--- config.mk ---
export PLATFORM = sky130hd
export DESIGN_NAME = nios_setup_button_pio_flat
export DESIGN_NICKNAME = d
export VERILOG_FILES = /design/src/rtl/nios_setup_button_pio_if.sv /design/src/rtl/nios_setup_button_pio.sv /design/src/flat_wrapper.sv
export SDC_FILE = /design/constraint.sdc
export NUM_CORES = 1
export LEC_CHECK = 0
export CORE_MARGIN = 2
export CORE_UTILIZATION = 46
export CTS_CLUSTER_SIZE = 25
export DETAILED_ROUTE_END_ITERATION = 10
export GPL_TIMING_DRIVEN = 0
export PLACE_DENSITY = 0.8
export SLEW_MARGIN = 30
export SYNTH_ARGS = -nofsm -noshare
export SYNTH_HDL_FRONTEND = slang
export SYNTH_SLANG_ARGS = --single-unit
--- constraint.sdc ---
create_clock -name clk -period 2 [get_ports clk]
set_input_delay 0.4 -clock clk [delete_from_list [all_inputs] [get_ports clk]]
set_output_delay 0.4 -clock clk [all_outputs]
set_load 0.01 [all_outputs]
--- src/rtl/nios_setup_button_pio_if.sv ---
// Avalon-MM s1 slave bus shared by the board PIO ports.
interface nios_setup_button_pio_if;
  logic [2:0]  address;
  logic        chipselect;
  logic        read_n;
  logic        write_n;
  logic [31:0] writedata;
  logic [31:0] readdata;

  modport master (
    output address, chipselect, read_n, write_n, writedata,
    input  readdata
  );

  modport slave (
    input  address, chipselect, read_n, write_n, writedata,
    output readdata
  );
endinterface

--- src/rtl/nios_setup_button_pio.sv ---
// Push-button/switch input PIO: 2-flop sync, per-bit debounce, W1C edge capture, masked level IRQ.
// Read latency 1, no wait states; the bus can never be stalled.
module nios_setup_button_pio #(
  parameter int               WIDTH           = 2,
  parameter int               DEBOUNCE_CYCLES = 50000,
  parameter int               CNT_W           = 16,
  parameter int               EDGE_TYPE       = 2,
  parameter logic [WIDTH-1:0] IN_RESET_VAL    = '1
) (
  input  logic                      clk,
  input  logic                      reset_n,
  nios_setup_button_pio_if.slave    bus,
  input  logic [WIDTH-1:0]          in_port,
  output logic                      irq
);

  localparam logic [CNT_W-1:0] CNT_LAST = CNT_W'(DEBOUNCE_CYCLES - 1);

  logic [WIDTH-1:0] sync_meta;
  logic [WIDTH-1:0] sync_q;
  logic [WIDTH-1:0] deb_state;
  logic [CNT_W-1:0] cnt [WIDTH];
  logic [WIDTH-1:0] irqmask;
  logic [WIDTH-1:0] edgecap;

  logic             wr_stb;
  logic             rd_stb;
  logic [WIDTH-1:0] toggle;
  logic [WIDTH-1:0] edge_det;
  logic [WIDTH-1:0] w1c;
  logic [31:0]      rd_mux;
  logic             unused_ok;

  assign wr_stb    = bus.chipselect & ~bus.write_n;
  assign rd_stb    = bus.chipselect & ~bus.read_n;
  assign w1c       = (wr_stb && bus.address == 3'd3) ? bus.writedata[WIDTH-1:0] : '0;
  assign unused_ok = &{1'b0, bus.writedata};

  always_ff @(posedge clk or negedge reset_n) begin
    if (!reset_n) begin
      sync_meta <= IN_RESET_VAL;
      sync_q    <= IN_RESET_VAL;
    end else begin
      sync_meta <= in_port;
      sync_q    <= sync_meta;
    end
  end

  // A bit toggles on the DEBOUNCE_CYCLES-th consecutive cycle that sync differs from it.
  always_comb begin
    toggle   = '0;
    edge_det = '0;
    for (int i = 0; i < WIDTH; i++) begin
      toggle[i] = (sync_q[i] != deb_state[i]) && (cnt[i] == CNT_LAST);
      case (EDGE_TYPE)
        0:       edge_det[i] = toggle[i] & ~deb_state[i];
        1:       edge_det[i] = toggle[i] &  deb_state[i];
        default: edge_det[i] = toggle[i];
      endcase
    end
  end

  always_ff @(posedge clk or negedge reset_n) begin
    if (!reset_n) begin
      deb_state <= IN_RESET_VAL;
      for (int i = 0; i < WIDTH; i++) cnt[i] <= '0;
    end else begin
      for (int i = 0; i < WIDTH; i++) begin
        if (sync_q[i] == deb_state[i] || toggle[i]) begin
          cnt[i] <= '0;
        end else begin
          cnt[i] <= cnt[i] + 1'b1;
        end
      end
      deb_state <= deb_state ^ toggle;
    end
  end

  always_comb begin
    rd_mux = '0;
    case (bus.address)
      3'd0:    rd_mux[WIDTH-1:0] = deb_state;
      3'd2:    rd_mux[WIDTH-1:0] = irqmask;
      3'd3:    rd_mux[WIDTH-1:0] = edgecap;
      default: rd_mux = '0;
    endcase
  end

  // The read mux sees pre-write register values, so a read racing a write returns the old contents.
  always_ff @(posedge clk or negedge reset_n) begin
    if (!reset_n) begin
      irqmask      <= '0;
      edgecap      <= '0;
      bus.readdata <= '0;
      irq          <= 1'b0;
    end else begin
      if (wr_stb && bus.address == 3'd2) begin
        irqmask <= bus.writedata[WIDTH-1:0];
      end
      edgecap <= edge_det | (edgecap & ~w1c);
      if (rd_stb) begin
        bus.readdata <= rd_mux;
      end
      irq <= |(edgecap & irqmask);
    end
  end

endmodule

--- src/flat_wrapper.sv ---
// flat-port wrapper written by rule: the top's interface ports become plain ports
module nios_setup_button_pio_flat 
#(
  parameter int               WIDTH           = 2,
  parameter int               DEBOUNCE_CYCLES = 50000,
  parameter int               CNT_W           = 16,
  parameter int               EDGE_TYPE       = 2,
  parameter logic [WIDTH-1:0] IN_RESET_VAL    = '1
)
  (clk, reset_n, in_port, irq, bus_address, bus_chipselect, bus_read_n, bus_write_n, bus_writedata, bus_readdata);
  nios_setup_button_pio_if bus_i ();
  input  logic clk;
  input  logic reset_n;
  input  logic [WIDTH-1:0] in_port;
  output logic irq;
  input wire logic [$bits(bus_i.address)-1:0] bus_address;
  input wire logic [$bits(bus_i.chipselect)-1:0] bus_chipselect;
  input wire logic [$bits(bus_i.read_n)-1:0] bus_read_n;
  input wire logic [$bits(bus_i.write_n)-1:0] bus_write_n;
  input wire logic [$bits(bus_i.writedata)-1:0] bus_writedata;
  output wire logic [$bits(bus_i.readdata)-1:0] bus_readdata;
  assign bus_i.address = bus_address;
  assign bus_i.chipselect = bus_chipselect;
  assign bus_i.read_n = bus_read_n;
  assign bus_i.write_n = bus_write_n;
  assign bus_i.writedata = bus_writedata;
  assign bus_readdata = bus_i.readdata;
  nios_setup_button_pio #(.WIDTH(WIDTH), .DEBOUNCE_CYCLES(DEBOUNCE_CYCLES), .CNT_W(CNT_W), .EDGE_TYPE(EDGE_TYPE), .IN_RESET_VAL(IN_RESET_VAL)) u_core (.clk(clk), .reset_n(reset_n), .bus(bus_i), .in_port(in_port), .irq(irq));
endmodule
==> impl_metrics.yaml, run 1 <==
synthesis:
  async_flop_share_pct: 100
  syn_inst: 229
  synth_seq_area_share_pct: 48.8
  synthDistinctLibCells: 32
  synth_area_um2: 2320
  synth_flop_cell: "dfrtp_1"
  yosys_register_bits: 45
  postSynthAreaPerCell_um2: 10.2
  yosysWarnings: 0
  synth_edf_count: 0
global_route:
  grt_start_max_net_pins: 30
  grt_pass1_wl_mm: 6.94
  antenna_found_initial: 0
  grt_overflow: 0
  grt_usage_pct: 16.1
  grt_pass1_vias: 1587
cells_and_area:
  nets: 326
  final-seq-area_um2: 1130
  multi_input_area_um2: 1060
  fillCellCount: 396
  fin_cells: 350
  antennaDiodeCount: 0
  area_growth_pct: 21.6
  drive_gt1_share_pct: 20.1
  final_util_pct: 59.1
critical_path:
  endpoint: "u_core.cnt[28]"
  crit_type: "register to register"
  start_kind: "register"
  critPathRequiredTime_ns: 2.18
  cp.arrival_ns: 2.02
  path_max_fanout: 10
  r2r_slack_ns: 0.16
  reg2reg_to: "u_core.cnt[28]"
  reg2regPathDepth: 5
  crit_path_end_kind: "register"
  critPathLaunch: "u_core.cnt[28]"
  r2r-start: "u_core.cnt[28]"
worst_hold_path:
  hp-class: "primary input to asynchronous set/reset pin"
drt:
  via_per_inst: 4.92
  drt-total-wl_mm: 4.08
  drtPass1Iterations: 4
  drc: 0
  routedWlPerCell_um: 11.7
  dr.first_iter.drc_count: 99
  antenna_left: 0
  via_count: 1723
floorplan:
  core_um2: 4790
  die_area_um2: 5640
  start_util_pct: 48.6
  die_h_um: 75.1
  chipWidth_um: 75.1
  ioPinCount: 75
  rows: 25
clocking:
  cts_root_buf: "clkbuf_8"
  cts_max_path_buffers: 2
  cts_buffers: 5
  ctsHtreeMaxLevel: 2
  path_clk_slew_ns: 0.08
  worstSkewPairLatency_ns: 0.29
  holdBufCountCts: 0
  cts_tree: "done"
  cts_sinks: 45
sta:
  hold_viol: 0
  rsz0062_at_grt: "no"
  fmax_mhz: 544
  min_period_ns: 1.84
  finClkSkew_ns: 0.00415
  tns_ns: 0
  setup_viol: 0
  min_period_over_period_pct: 91.9
  layout_setup_ws_ns: 0.162
  hold_ws_ns: 0.0215
  final_max_slew_viol_count: 0
placement:
  io_buffers: 14
  hpwl_mm: 2.96
  post-place-ws_ns: -0.129
  gp_congestion: 0.803
  placed_cells: 340
flow_run:
  maxCapViolations: 0
pwr:
  max-vdd-ir-drop_uv: 634
  power.density_nw_per_um2: 668
  p_seq_share_pct: 51.6
  clkPwrFrac_pct: 37.5
  p_leak_nw: 1.26
  internal_power_mw: 1.46
  swShare_pct: 22.5
  combPwrFrac_pct: 10.9
  power.switching_mw: 0.425
status:
  status: "finished, final reports clean"
## worst max-delay path: stages (launching register included)
cell      delay (ns)
dfrtp_1         0.43
nor4_1          0.28
nand3b_1        0.17
o41ai_4         0.46
buf_2           0.30
nor2_1          0.08
## layout make-up
cell class,count,area share [%]
flip-flops and latches,45,40.1
multi-input cells,174,37.5
plain buffers,32,8.41
repair buffers,17,6.02
clock buffers,7,3.05
well taps,67,2.97
clock inverters,1,1.06
inverters,7,0.930
## power by group through the flow
stage	clock network (mW)	registers, mW	logic (mW)
after floorplan	0	0.988	0.124
after global placement	0	0.989	0.192
after detailed placement	0	0.992	0.200
after CTS	0.724	0.974	0.202
after global routing	0.755	0.978	0.230
final	0.709	0.974	0.205
## worst min-delay path by stage
| stage | end | slack (ns) | start |
|---|---|---|---|
| after floorplan | u_core.bus.readdata[0] | 0.10 | reset_n |
| after global placement | u_core.sync_q[0] | 0.35 | u_core.sync_meta[0] |
| after detailed placement | u_core.cnt[24] | 0.35 | reset_n |
| after CTS | u_core.cnt[27] | 0.03 | reset_n |
| after global routing | u_core.cnt[27] | 0.05 | reset_n |
| final | u_core.cnt[23] | 0.02 | reset_n |
## cells by family (layout without fill, tap and decap cells)
family | Yosys count | after routing | synth area share (%)
fa+ha+maj | 2 | 2 | 1.08
buf+inv | 39 | 64 | 11.4
simple gates | 97 | 97 | 20.3
mux | 6 | 6 | 2.96
xor+xnor | 30 | 30 | 11.3
flops | 45 | 45 | 48.8
compound gates | 9 | 9 | 4.04
other cells | 1 | 30 | 0.161
## repair_timing
| action | CTS | global route |
|---|---|---|
| resized for setup | 1 | 2 |
| setup endpoints to repair | 9 | 21 |
| setup buffers | 0 | 2 |
| pin swaps | 0 | 1 |
| hold endpoints to repair | 0 | 0 |
## sequential cells by signal, indices dropped and copies added (netlist names), named ones only
register / cells
u_core.cnt: 32
u_core.bus.readdata: 2
u_core.sync_q: 2
u_core.edgecap: 2
u_core.irq: 1
u_core.sync_meta: 2
u_core.irqmask: 2
## layout by cell type, fill, tap and decap left out, types with 6 or more instances in the layout
| master | count |
|---|---|
| buf_4 | 33 |
| clkbuf_8 | 6 |
| clkdlybuf4s50_1 | 13 |
| conb_1 | 30 |
| dfrtp_1 | 39 |
| dfstp_2 | 6 |
| inv_1 | 7 |
| nand2_1 | 9 |
| nand3_1 | 14 |
| nand4_1 | 7 |
| nor2_1 | 39 |
| nor3_1 | 7 |
| nor4_1 | 9 |
| xnor2_1 | 26 |
## per-layer routing
layer | GRT usage (%) | up-vias | share of wire, %
met3 | 3.21 | 9 | 4.2
li1 | - | 825 | -
met4 | 5.95 | 0 | 1.9
met5 | 0 | - | 0
met1 | 19.3 | 841 | 42
met2 | 28.7 | 48 | 52
## per-stage QoR
| stage | area, µm² | total power [mW] |
|---|---|---|
| 4_1_cts | 2800 | 1.90 |
| 3_5_place_dp | 2670 | 1.19 |
| 2_1_floorplan | 2430 | 1.11 |
| 3_3_place_gp | 2660 | 1.18 |
| 5_1_grt | 2830 | 1.96 |
| 6_report | 2830 | 1.89 |
## cells in the mapped netlist (2+ instances only)
master / count / area, µm²
nor3_1: 7 / 35.0
and3_1: 2 / 12.5
nand3_1: 15 / 75.1
ha_1: 2 / 25.0
mux2_2: 2 / 22.5
nor4_1: 10 / 62.6
xor2_1: 4 / 35.0
dfstp_2: 6 / 158
nand2_1: 9 / 33.8
mux2i_1: 2 / 20.0
dfrtp_1: 39 / 976
a22o_1: 4 / 35.0
buf_4: 31 / 233
nand4_1: 7 / 43.8
o21ai_0: 2 / 10.0
xnor2_1: 26 / 228
nand3b_1: 2 / 15.0
inv_1: 7 / 26.3
nor2_1: 39 / 146
Power figures use the tool's default switching activity.
==> run 2, diff against run 1 <==
--- a/config.mk
+++ b/config.mk
@@ -7,6 +7,7 @@
 export LEC_CHECK = 0
 export CORE_MARGIN = 2
 export CORE_UTILIZATION = 46
+export CTS_CLUSTER_DIAMETER = 120
 export CTS_CLUSTER_SIZE = 25
 export DETAILED_ROUTE_END_ITERATION = 10
 export GPL_TIMING_DRIVEN = 0
==> results of run 2 <==
The final DEF is identical to that of run 1; final timing and power are the same.
